### src/rtl/fetch_unit.sv
// fetch_unit: instruction fetch stage feeding the control decoder.
//   Owns the PC, keeps at most one request outstanding to instruction memory,
//   buffers the returned word and presents it to decode under valid/ready.
//   Branch/jump redirects from execute override the sequential PC and squash
//   any wrong-path fetch that is still in flight.
// Ports:
//   clk, rst_n                      clock (rising edge), async active-low reset
//   imem_req_valid/ready, imem_addr request channel to instruction memory
//   imem_rsp_valid, imem_rsp_data   response channel from instruction memory
//   instr_valid/ready               handshake with decode
//   instr, pc, pc_plus4             buffered instruction, its address, link value
//   opcode, funct3, funct7          field slices of instr
//   redirect_valid, redirect_pc     taken branch/jump target from execute
module fetch_unit #(
    parameter logic [31:0] RESET_PC  = 32'h0000_0000,
    parameter logic [31:0] NOP_INSTR = 32'h0000_0013
) (
    input  logic        clk,
    input  logic        rst_n,
    output logic        imem_req_valid,
    input  logic        imem_req_ready,
    output logic [31:0] imem_addr,
    input  logic        imem_rsp_valid,
    input  logic [31:0] imem_rsp_data,
    output logic        instr_valid,
    input  logic        instr_ready,
    output logic [31:0] instr,
    output logic [31:0] pc,
    output logic [31:0] pc_plus4,
    output logic [6:0]  opcode,
    output logic [2:0]  funct3,
    output logic [6:0]  funct7,
    input  logic        redirect_valid,
    input  logic [31:0] redirect_pc
);
    typedef enum logic [1:0] {S_FETCH, S_WAIT, S_HOLD} state_e;

    state_e      state_q, state_d;
    logic [31:0] fetch_pc_q, fetch_pc_d;
    logic        kill_q, kill_d;
    logic        instr_valid_q, instr_valid_d;
    logic [31:0] instr_q, instr_d;
    logic [31:0] pc_q, pc_d;
    logic [31:0] target;

    assign target = redirect_pc & ~32'h3;

    always_comb begin
        state_d       = state_q;
        fetch_pc_d    = fetch_pc_q;
        kill_d        = kill_q;
        instr_valid_d = instr_valid_q;
        instr_d       = instr_q;
        pc_d          = pc_q;
        case (state_q)
            S_FETCH: begin
                // An accepted request carries the old address, so a redirect
                // in the same cycle must squash its response.
                if (imem_req_ready) begin
                    state_d = S_WAIT;
                    kill_d  = redirect_valid;
                end
            end
            S_WAIT: begin
                if (imem_rsp_valid) begin
                    if (kill_q || redirect_valid) begin
                        kill_d  = 1'b0;
                        state_d = S_FETCH;
                    end else begin
                        instr_d       = imem_rsp_data;
                        pc_d          = fetch_pc_q;
                        instr_valid_d = 1'b1;
                        state_d       = S_HOLD;
                    end
                end else if (redirect_valid) begin
                    kill_d = 1'b1;
                end
            end
            S_HOLD: begin
                // A redirect drops the buffered word whether or not decode takes it.
                if (redirect_valid || instr_ready) begin
                    instr_valid_d = 1'b0;
                    instr_d       = NOP_INSTR;
                    fetch_pc_d    = pc_q + 32'd4;
                    state_d       = S_FETCH;
                end
            end
            default: state_d = S_FETCH;
        endcase
        if (redirect_valid) fetch_pc_d = target;
    end

    always_ff @(posedge clk or negedge rst_n) begin
        if (!rst_n) begin
            state_q       <= S_FETCH;
            fetch_pc_q    <= RESET_PC;
            kill_q        <= 1'b0;
            instr_valid_q <= 1'b0;
            instr_q       <= NOP_INSTR;
            pc_q          <= RESET_PC;
        end else begin
            state_q       <= state_d;
            fetch_pc_q    <= fetch_pc_d;
            kill_q        <= kill_d;
            instr_valid_q <= instr_valid_d;
            instr_q       <= instr_d;
            pc_q          <= pc_d;
        end
    end

    // Held low during reset even though the state register already reads FETCH.
    assign imem_req_valid = (state_q == S_FETCH) && rst_n;
    assign imem_addr      = fetch_pc_q;
    assign instr_valid    = instr_valid_q;
    assign instr          = instr_q;
    assign pc             = pc_q;
    assign pc_plus4       = pc_q + 32'd4;
    assign opcode         = instr_q[6:0];
    assign funct3         = instr_q[14:12];
    assign funct7         = instr_q[31:25];
endmodule
### config.mk
export PLATFORM = sky130hd
export DESIGN_NAME = fetch_unit
export DESIGN_NICKNAME = d
export VERILOG_FILES = /design/src/rtl/fetch_unit.sv
export SDC_FILE = /design/constraint.sdc
export NUM_CORES = 1
export LEC_CHECK = 0
export CAP_MARGIN = 20
export CORE_ASPECT_RATIO = 0.8
export CORE_MARGIN = 5
export CORE_UTILIZATION = 47
export CTS_BUF_LIST = sky130_fd_sc_hd__clkbuf_2 sky130_fd_sc_hd__clkbuf_4 sky130_fd_sc_hd__clkbuf_8
export DETAILED_ROUTE_END_ITERATION = 16
export MAX_ROUTING_LAYER = met4
export PLACE_DENSITY = 0.85
export SETUP_SLACK_MARGIN = 0.15
export SLEW_MARGIN = 30
export SYNTH_ARGS = -nofsm -noshare
export SYNTH_HDL_FRONTEND = slang
export SYNTH_SLANG_ARGS = --single-unit
### constraint.sdc
create_clock -name clk -period 3.43 [get_ports clk]
set_input_delay 0.343 -clock clk [delete_from_list [all_inputs] [get_ports clk]]
set_output_delay 0.343 -clock clk [all_outputs]
set_load 0.05 [all_outputs]
# After elaboration in Yosys (flattened, before gate mapping)
# Cells that the tools add are included.
[totals]
register_bits = 100
wordCells = 50
out_inout_bits = 147
inputBits = 70
[op_classes]
muxes = 21
bitwise = 1
reduce_logical = 13
n_addsub = 1
eq_ne = 8
[op_table]
columns = ["cell", "count"]
rows = [
  ["$mux W32", 6],
  ["$pmux W32 S2", 1],
  ["$add A32 B3 Y32 const B", 1],
  ["$mux W2", 4],
  ["$ne A2 B2 Y1 const B", 4],
  ["$reduce_and A4 Y1", 2],
  ["$reduce_bool A2 Y1", 4],
  ["$mux W1", 7],
  ["$ne A3 B3 Y1 const B", 2],
  ["$pmux W2 S3", 1],
  ["$reduce_and A3 Y1", 2],
  ["$pmux W1 S2", 2],
  ["$eq A2 B1 Y1 const B", 1],
  ["$eq A2 B2 Y1 const B", 1],
  ["$logic_not A2 Y1", 1],
  ["$logic_or A1 B1 Y1", 2],
  ["$reduce_and A2 Y1", 1],
  ["$logic_and A1 B1 Y1", 1],
  ["$not A1 Y1", 1],
]

# Logic depth before layout (Yosys ltp)
# Gate-level depths: netlist of run 1.
[logic_depth]
depth_word = 4
depth_mapped = 6
depth_no_buf = 6

# Worst setup path before layout of run 1
# OpenSTA, ideal clock, no wires.
[synth_path]
kind = "reg2out"
from = "reg pc_q[2], in the netlist pc[2]"
to = "out pc_plus4[26]"
t_arrival_ps = 2797
setup_slack_ps = 290
path_buffers = 0
stages_incl_launch_ff = 6
required_ps = 3087
cell_sequence = "dfrtp_1 > ha_1 > nand3_1 > nor4_1 > nand4_1 > xnor2_1"
[synth_between]
elab_chain_cells = 1
[synth_rtl]
columns = ["item", "line_no", "source"]
rows = [
  ["start, declared", "43", "logic [31:0] pc_q, pc_d;"],
  ["start signal, assigned", "107", "pc_q <= pc_d;"],
  ["$add A32 B3 Y32", "117", "assign pc_plus4 = pc_q + 32'd4;"],
  ["end, declared", "29", "output logic [31:0] pc_plus4,"],
]
# No other way between the ends.

# Worst setup path after layout of run 1
[layout_path]
from = "reg pc_q[2], in the netlist pc[2]"
to = "out pc_plus4[12]"
# Same word-level chain as after synthesis.

==> summary.md, run 1 <==
STA puts the critical path data required time at 3090 ps. For this run, design rule violations remaining after detail routing come to 0. The slew at the pin closest to its max-slew limit is 878.9 ps, and the number of levels the H-tree was split into is 3. For the part of the power in registers, the log shows 0.271. Among cell families on the critical path, the largest total delay comes from buffers and inverters. Setup violations remaining at the end of the flow were counted as 0. The tools report the final-layout setup total negative slack as 0 ps. The tools report the final weighted congestion of routability-driven global placement as 0.8283. The switching power share of the total is 0.5367, and the clock latency of the later-clocked register in the worst-skew pair is 350 ps. On the worst path, the slowest cell contributes a delay of 850 ps. In this run the remaining antenna-violating nets after routing total 0.

Of all nets on the critical path, the largest fanout is 6. Registers take 0.002506 mm^2. TritonCTS built the clock tree. After synthesis, the most frequently instantiated cells are nand2_1 (104), dfrtp_1 (97), o21ai_0 (48). The core region is 0.01012 mm^2.

For the clock network fraction of total power, the log shows 0.097. For the vias after detailed routing, the log shows 4255. The slowest stage of the critical path is the clkdlybuf4s50_1 cell. For the switching power total, the log shows 3.996 mW. The number of global-route vias before repair is 4418. The hold-critical path endpoint was instr_valid. The die height is 100.4 um. The share of synthesized flip-flops with an asynchronous set or reset was 1.000; the power density over the cells was 1030 mW/mm^2.

The floorplan has 33 rows. The number of nets in the layout came out at 742. The endpoint of the most critical register-to-register path is imem_addr[30].

Summed over all layers, the global routing overflow is 0. Internal power comes to 3.450 mW. Counting every net in the synthesized netlist gives 552. The flow ran to the end, and the final reports show no timing, DRC or antenna violations. After detailed placement, the total cell area comes to 0.007012 mm^2. The most used flip-flop cell after synthesis is dfrtp_1. The number of synthesized flops with an enable pin is 0, and the count of routing violations after the opening detailed-route iteration is 259. The wire-length estimate of the detail-placed layout is 10930 um.

Counting flops and latches in the post-synthesis netlist gives 100. The critical path in this run is classified as reg2out. Clock tree synthesis found a total of 100 sinks. The area added between synthesis and finish came out at 50.57%.

The finished cells cover 0.007227 mm^2. The tools report the global-route usage over all layers as 0.2483. Kind of start point of the critical path: a flop. Yosys mapped the design onto 39 distinct sky130hd cell types. The sequential fraction of the synthesis area was 0.5222. Summed over all cells, the static leakage comes to 3.027 nW. The starting density of the core is 0.4745. Total count of max-transition violations in the final report: 0. The routed wire length was 14730 um; the routed wire length per instance was 18.05 um.

The die is 123.0 um wide. The startpoint identified for the worst hold timing path is instr_valid. The Yosys step of the flow raised 0 warnings. The share of the clock period used by the worst path after layout came out at 0.9082. The number of buffers added on ports came out at 214. Across the routed clock network, the largest skew measured is 13.60 ps. The dominant cell by count in the synthesized netlist was nand2_1.

Sum of buffers and inverters on the critical path: 1. No sink is reached through more buffers than the 2 on the longest clock path. In this run the worst setup path begins at pc[2].

0 antenna diodes ended up in the layout. Sorting the synthesized cells by area gives the leading types as dfrtp_1 (51%), nand2_1 (8.1%), mux2_2 (6.3%). In this run the critical register-to-register path is launched from pc[2]. Summed over all instances, the cell type with the most area after synthesis is dfrtp_1. Clock-pin slew was measured on the worst setup and hold paths at 100 ps. Buffer cell driving the clock tree root: clkbuf_8. The detailed-routing iteration count for the pre-antenna-repair pass was 4. For the share of total power in combinational logic, the log shows 0.633. The critical path goes through ha_1, nand3_1, nor4_1, xor2_1, clkdlybuf4s50_1. Summing all multi-input logic gate instances after layout gives 0.002029 mm^2.

The die outline area came out at 0.01235 mm^2. The final critical delay including setup and external delays is 3115 ps. The fraction of final layout cells sized beyond drive strength 1 works out to 0.1124. The worst hold path belongs to the class reg2reg. The number of clock buffers added by TritonCTS is 9. The first global-routing pass estimated 23300 um of wire. Derived from the worst setup path, the maximum achievable clock frequency is 321.0 MHz. Summing every instance area after synthesis gives 0.004800 mm^2.

IR analysis of the VDD net gives a maximum drop of 0.0008076 V. Depth of the worst register-to-register path: 7. Category of the worst setup path capture point: an output pin. A synthesized cell averages 9.978 um^2. After technology mapping, the gate count stands at 481. The run gives 0.4141 as the relative slew slack. Setup repair after global routing left no endpoint under its margin. The count of endpoints failing hold in the final timing report is 0, and the hold-critical path depth is 1. The max capacitance violation total is 0, and the area fraction of the dominant cell type after synthesis is 0.5057. Data on the critical path arrives at its endpoint at 2770 ps. Entering global routing, the biggest net connects 73 pins. For this design the top-level I/O count stands at 217. The number of antenna violations at the first check in global routing is 0. Dividing the detail-routed via count by the number of cells gives 5.214. The filler cell count in the final layout is 753. The worst register-to-register path has a setup slack of 1090 ps.
-- layout by cell type, fill, tap and decap left out, drive strengths merged, types with 11 or more instances in the layout --
cell type,count
o21ai,49
buf,21
nand2,104
mux2i,11
xnor2,19
nand3,11
mux2,27
nand4,12
a221o,17
clkdlybuf4s50,199
clkbuf,12
dfrtp,97
nor2,26
-- repair_timing --
item                                    4_1_cts  5_1_grt
resized for setup                             0        4
hold endpoints to repair                     25        0
setup buffers                                 0        0
hold buffers                                  1        0
endpoints found under the setup margin        0        4
-- worst max-delay path by stage --
stage	endpoint	slack [ps]	depth (start not counted)
after floorplan	pc_plus4[26]	290	5
after global placement	pc_plus4[25]	600	5
after detailed placement	pc_plus4[25]	570	5
after CTS	pc_plus4[25]	170	5
after global routing	pc_plus4[12]	150	5
final	pc_plus4[12]	320	5
-- power by group through the flow --
stage / Clock (mW) / Combinational, mW / Sequential [mW]
after global placement: 0 / 4.68 / 1.99
final: 0.719 / 4.71 / 2.02
after detailed placement: 0 / 4.72 / 2.03
after CTS: 0.742 / 4.74 / 2.01
after global routing: 0.794 / 4.88 / 2.09
after floorplan: 0 / 1.78 / 3.30
-- layer usage --
layer	routed length [um]	global-route usage	vias up
met3	1160	0.06986	17
li1	-	-	2013
met1	6442	0.3175	2050
met4	159	0.05787	0
met2	6963	0.3961	175
met5	0	-	-
-- flip-flops by register name, summed over array words and instances (netlist names) --
name / flops
imem_addr: 32
instr: 32
instr_valid: 1
kill_q: 1
pc: 32
state_q: 2
-- layout make-up --
type,instances,area share
clock buffer,12,0.02199
multi-input combinational,328,0.2808
sequential,100,0.3468
tap,140,0.02424
timing repair buffer,225,0.3180
clock inverter,4,0.004501
inverter,7,0.003636
-- through the flow --
stage               std cells  hold WS, ps  total power [mW]  worst slack, ps  utilization
floorplan                 481        47.41             5.078            290.2            -
global placement          799        292.5             6.669            603.3       0.6931
detailed placement        799        294.8             6.749            565.1       0.6931
CTS                       816        467.8             7.489            165.0       0.7130
global route              816        491.1             7.761            153.1       0.7144
finish                    816        492.8             7.446            315.0       0.7144
-- logic make-up after synthesis --
family / after synthesis / synth area share
adder cells (fa/ha/maj): 1 / 0.002606
AO/OA/AOI/OAI: 77 / 0.1027
flip-flops: 100 / 0.5222
buffers and inverters: 53 / 0.05709
XOR/XNOR: 26 / 0.04745
multiplexers: 38 / 0.08629
AND/OR/NAND/NOR: 186 / 0.1817
(Power assumes the default switching activity.)
==> inputs of run 2 (changes only) <==
ABC_AREA = 0   (was not set)
CORE_UTILIZATION = 40   (was 47)
PLACE_DENSITY = 0.74   (was 0.85)
==> summary.md, run 2 (same netlist as run 1, synthesis figures left out) <==
The run finished with clean final reports. The multi-input logic area was 0.002029 mm^2; the switching power total was 3.976 mW. On the worst path, the slowest cell contributes a delay of 860 ps. The internal power of the cells totals 3.663 mW. The worst min-delay path class is reg2reg. The tools report the final-layout setup total negative slack as 0 ps. The fraction of final layout cells sized beyond drive strength 1 is 0.1126. The global-route wire length before repair was 23530 um; the clock-pin slew reported for the worst setup and hold paths after clock tree synthesis was 90 ps. Critical setup path kind: reg2out. For the number of levels the H-tree was split into, the log shows 3.

CTS placed an instance of clkbuf_8 at the clock tree root. The tools report the global-route met1 utilization as 0.2613. Leaving out filler cells and counting taps, the final layout contains 823. The starting density of the core is 0.4120.

The tools report the part of the power in registers as 0.264. The first routing iteration left 250 violations. TritonCTS built the clock tree.

The clock period could shrink to 3060 ps. The hold-critical path depth was 1. The maximum fanout encountered on the critical timing path was 6. The sum of buffers and inverters on the critical path was 1; the max capacitance violation total was 0.

The logs give 100 for the CTS sink count and 0 for the residual DRC count. In this run the most used layer during global routing was met2. The top-level port count was 217. The detailed-routing iteration count for the pre-antenna-repair pass is 4, and the filler cell count in the final layout is 952.

In this design, the largest share of critical-path delay is due to buffers and inverters. The run gives 0 as the count of endpoints failing hold in the final timing report. The tools report the global-route usage over all layers as 0.2110. The relative slew slack came out at 0.4260. The run gives 0.07442 as the met3 usage in global routing. The maximum achievable frequency is 326.8 MHz, and the share of total power in combinational logic is 0.618. The share of the clock period used by the worst path after layout works out to 0.8921. Buffers inserted during clock tree synthesis total 9. The clock network fraction of total power is 0.118. The slowest stage of the critical path belongs to the cell clkdlybuf4s50_1. Setup violations remaining at the end of the flow were counted as 0. Traced cell by cell, the critical path runs through ha_1, nand3_1, nor4_1, xor2_1, clkdlybuf4s50_1. The switching power share of the total is 0.5205, and the worst clock skew on the final layout is 8.976 ps. The tools report the number of global-route vias before repair as 4464.

Most frequent standard cell in the layout excluding fill and tap cells: clkdlybuf4s50_1. The category of the worst setup path capture point was an output pin. In the final design database the tool counted 742 nets. Diode insertion count for antenna repair: 0.

The tools report the sum of overflow across all layers after global routing as 0. The floorplan step set the die width to 132.5 um. The run gives 0.002506 mm^2 as the area taken by flip-flops and latches. The die height was 108.0 um; the placed wire-length estimate after detailed placement was 10740 um. The worst supply voltage drop on vdd is 0.0007357 V.

Compared with the post-synthesis result, the final layout area differs by 51.98%. STA classifies the critical path startpoint as a flop. Setup repair after global routing left no endpoint under its margin. The routed wire length per instance was 17.83 um; the number of buffers added on ports was 214. Once placement completed, the tool counted placed cells totaling 807. The run gives 0 as the number of antenna violations at the first check in global routing. The clock latency of the later-clocked register in the worst-skew pair is 360 ps, and the remaining antenna violation count is 0. The total stage count of the critical path came out at 5. The met2 track demand over resource in global routing is 0.3343. STA puts the critical path data required time at 3090 ps.

The routed layout has 4295 vias. For the total count of max-transition violations in the final report, the log shows 0. At the pin with the least slew margin, the transition time is 861.0 ps. The leakage power came out at 3.051 nW. In this run the power density over the cells is 1047 mW/mm^2. The worst register-to-register path has a depth of 7. The final weighted congestion of routability-driven global placement was 0.8623. Leaving out fill and tap cells, the most frequent cells in the layout are clkdlybuf4s50_1 (198), nand2_1 (104), dfrtp_1 (97). In this run the core area contains 35 standard-cell rows.

The number of vias per cell after detailed routing was 5.219; the routed wire length was 14670 um. Final hold analysis gives a worst-case slack of 493.8 ps. After layout, the design draws a total of 7.639 mW. For the die outline area, the log shows 0.01430 mm^2.

After clock tree synthesis, the setup repair step added 0 buffers. The clock passes through at most 2 buffers. Entering global routing, the biggest net connects 70 pins.

For the worst setup path, the data arrival time is 2720 ps. The region available for standard cell placement spans 0.01165 mm^2.
==> run 2: metrics by stage <==
step	cell area, um^2	util	setup WS [ps]
2_1_floorplan	4800	-	290.2
3_3_place_gp	7032	0.6037	594.4
3_5_place_dp	7032	0.6037	565.5
4_1_cts	7283	0.6252	219.7
5_1_grt	7295	0.6262	175.6
6_report	7295	0.6262	370.1
==> run 2: power by group through the flow <==
| stage | Clock (mW) | Combinational (mW) | Sequential, mW |
|---|---|---|---|
| final | 0.903 | 4.72 | 2.02 |
| after global routing | 0.980 | 4.89 | 2.09 |
| after CTS | 0.935 | 4.75 | 2.02 |
| after detailed placement | 0 | 4.73 | 2.04 |
| after global placement | 0 | 4.72 | 2.00 |
| after floorplan | 0 | 1.78 | 3.30 |
==> run 2: repair_timing <==
action,in CTS,in global routing
cloned,0,0
endpoints found under the setup margin,1,3
endpoints found under the hold margin,28,0
hold buffers,1,0
gates resized for setup,1,3
pin swaps,0,0
==> run 2: worst paths after layout <==
| kind | from | end | slack, ps |
|---|---|---|---|
| min in group asynchronous | rst_n | kill_q | 550 |
| worst max register to register | pc[2] | imem_addr[26] | 1110 |
| worst min-delay path | instr_valid | instr_valid | 490 |
| worst min register to register | instr_valid | instr_valid | 490 |
| max in group asynchronous | rst_n | imem_addr[1] | 1930 |
| worst max-delay path | pc[2] | pc_plus4[12] | 370 |
==> run 2: final cells by class <==
cell class              instances  area share
multi-input cells             328      0.2782
flip-flops and latches        100      0.3436
clock buffers                  11     0.01990
inverters                       7    0.003602
well taps                     148     0.02539
repair buffers                225      0.3160
clock inverters                 4     0.01338
==> run 2: routing by layer <==
layer | vias up | routed length [um]
li1 | 2015 | -
met1 | 2095 | 6465
met2 | 173 | 6822
met3 | 12 | 1228
met4 | 0 | 155
met5 | - | 0
==> inputs of run 3 (changes only) <==
ABC_AREA = 1   (was 0)
PLACE_DENSITY = 0.72   (was 0.74)
==> summary.md, run 3 <==
The flow ran to the end, and the final reports show no timing, DRC or antenna violations. The routed wire length per instance was 16.06 um; the number of flip-flops and latches in the synthesized netlist was 100. The design internal power is 3.504 mW, and the remaining antenna violation count is 0.

The logs give 0.005066 mm^2 for the area of the mapped netlist and 688 for the post-synthesis net count. Yosys mapped the design onto 33 distinct sky130hd cell types. The share of the clock period used by the worst path after layout was 0.8950; the data arrival time of the critical path was 2730 ps. Final critical delay including setup and external delays: 3070 ps.

The run gives 56 as the pin count of the biggest net entering global routing. After clock tree synthesis, the flow added hold-fix buffers numbering 0. In this run the number of H-tree levels came out at 3.

The fraction of final layout cells sized beyond drive strength 1 is 0.06173. The maximum fanout encountered on the critical timing path was 4; the routed wire length was 15750 um. TritonCTS built the clock tree. The run gives 829.6 ps as the post-placement setup slack. For the required time at the worst-slack endpoint, the log shows 3090 ps.

The clock passes through at most 2 buffers. On the worst path, the slowest cell contributes a delay of 870 ps. The logs give 0 for the total count of max-transition violations in the final report and 0.5364 for the relative slew slack.

In the post-synthesis netlist, the biggest area contributors are dfrtp_1 (48%), nand2_1 (16%), inv_1 (5.4%). Setup violations remaining at the end of the flow were counted as 0. Clock latency of the later-clocked register in the worst-skew pair: 370 ps.

In the synthesized netlist the dominant register cell turns out to be dfrtp_1. The die is 110.7 um tall. Using the TritonRoute via totals, the vias-per-cell ratio works out to 4.840. The tools report the buffer count from post-CTS setup fixing as 0. The post-synthesis instance total was 617; the share of the core filled with cells was 0.5993. Across the run, the number of max-cap violations was 0. The worst setup path is captured at an output pin.

dfrtp_1 takes more of the synthesized area than any other cell. The clock network fraction of total power was 0.092. The first global-routing pass estimated 25510 um of wire. The tightest hold path in the finished design has a slack of 61.52 ps. For the number of antenna violations at the first check in global routing, the log shows 0. Maximum achievable frequency: 325.7 MHz. After global routing the overflow that remains totals 0. The root buffer cell chosen for the clock tree is clkbuf_8. On the final layout, the worst clock skew is 8.456 ps.

The area fraction of the dominant cell type after synthesis is 0.4791, and the total chip power is 7.843 mW. Setup repair after global routing left no endpoint under its margin. The number of synthesized flops with an enable pin is 0, and the worst supply voltage drop on vdd is 0.0006676 V. After the last flow step, the layout net total stands at 876. In this run the power density over the cells is 1064 mW/mm^2. Setup slack closes at 360.1 ps.

In this run the core area contains 36 standard-cell rows. For the sequential fraction of the synthesis area, the log shows 0.4947. In this run, CTS created clock tree buffers numbering 9. The core region is 0.01230 mm^2.

Counting every sink on the clock net gives 100. The switching power share of the total was 0.5533; the die outline area was 0.01503 mm^2. The number of global-route vias before repair came out at 4803. The sum of buffers and inverters on the critical path was 1.

The vias after detailed routing is 4748. The part of the power in registers was 0.265; the leakage power was 3.385 nW. The dominant cell by count in the synthesized netlist was nand2_1. The number of gates resized after CTS was 0. The tools report the count of routing violations after the opening detailed-route iteration as 278. The min-delay analysis places its worst path in the category in2async. The tools report the final-layout setup total negative slack as 0 ps.

At the end of routability-driven placement, the weighted congestion stood at 0.9544. Once detailed placement completed, the half-perimeter wirelength came to 11640 um. The first TritonRoute pass finished after 5 iterations.

The logs give 0.643 for the share of total power in combinational logic and 0.2180 for the global-route usage over all layers. The clock-pin slew reported for the worst setup and hold paths after clock tree synthesis is 100 ps. The signal on the critical path passes through ha_1, nand2_1, nor2_2, nand2_1, nor2_2, xor2_1, clkdlybuf4s50_1.

Input and output buffers added on the ports amount to 214. The cell type of the slowest stage on the worst timing path was clkdlybuf4s50_1. At the pin with the least slew margin, the transition time is 695.3 ps.

The residual DRC count came out at 0. The critical setup path kind was reg2out. The worst setup path is launched from a flop. The top-level port count was 217; the die span in x was 135.8 um. Leaving out fill and tap cells, the most frequent cell in the layout is nand2_1. The area growth from synthesis to layout is 45.47%. 0 antenna diodes ended up in the layout. The Yosys step of the flow raised 0 warnings.

In the layout the commonest cells are nand2_1 (214), clkdlybuf4s50_1 (213), dfrtp_1 (97). The count of endpoints failing hold in the final timing report came out at 0. The share of synthesized flip-flops with an asynchronous set or reset was 1.000; the starting density of the core was 0.4120.

Averaged over all synthesized cells, the footprint is 8.211 um^2. After synthesis, the most frequently instantiated cells are nand2_1 (214), dfrtp_1 (97), inv_1 (73). The tools report the switching power total as 4.340 mW. The family with the most delay on the worst path was buffers and inverters.
-- run 3: changes by cell type after synthesis, moves of 21 or more --
cell / previous run / this run
a22o_1: 0 / 29
inv_1: 7 / 73
mux2_2: 27 / 0
nand2_1: 104 / 214
o21ai_0: 48 / 27
o21ai_1: 1 / 27
-- run 3: logic make-up after synthesis --
kind of cell | synth area share
and+or+nand+nor | 0.2393
adders and majority gates | 0.002469
DFF | 0.4947
xor gates and xnor gates | 0.02890
buffers and inverters | 0.1143
AOI/OAI and AO/OA | 0.1203
-- run 3: layout make-up --
type | count | area, um^2
fill | 1086 | 4927
sequential | 100 | 2506
timing repair buffer | 219 | 2190
multi-input combinational | 397 | 1981
inverter | 78 | 295.3
tap | 171 | 214.0
clock buffer | 9 | 123.9
clock inverter | 7 | 60.06
-- run 3: routing by layer --
metal | part of all wire | up-vias | track usage
met4 | 0.0080 | 0 | 0.03828
met3 | 0.090 | 11 | 0.05898
li1 | - | 2300 | -
met1 | 0.43 | 2245 | 0.2875
met2 | 0.47 | 192 | 0.3435
met5 | 0 | - | -
-- run 3: final timing paths --
check	from	endpoint	slack, ps	cells after the start
min	rst_n	instr[3]	60	2
min reg2reg	instr_valid	instr_valid	490	2
max in group asynchronous	rst_n	instr[31]	2230	3
max reg2reg	state_q[0]	instr[21]	1370	6
max	pc[3]	pc_plus4[16]	360	7
min in group clk	instr_valid	instr_valid	490	2
-- run 3: stage by stage --
step / std cells / cell area (um^2)
after global placement: 965 / 7186
after detailed placement: 965 / 7186
after floorplan: 617 / 5066
after global routing: 981 / 7370
after CTS: 981 / 7370
final: 981 / 7370
-- run 3: power by group through the flow --
stage                     Clock, mW  Combinational [mW]  Sequential [mW]
final                         0.721                5.04             2.08
after detailed placement          0                5.06             2.10
after global placement            0                5.05             2.07
after floorplan                   0                2.00             3.46
after global routing          0.808                5.26             2.15
after CTS                     0.753                5.08             2.08
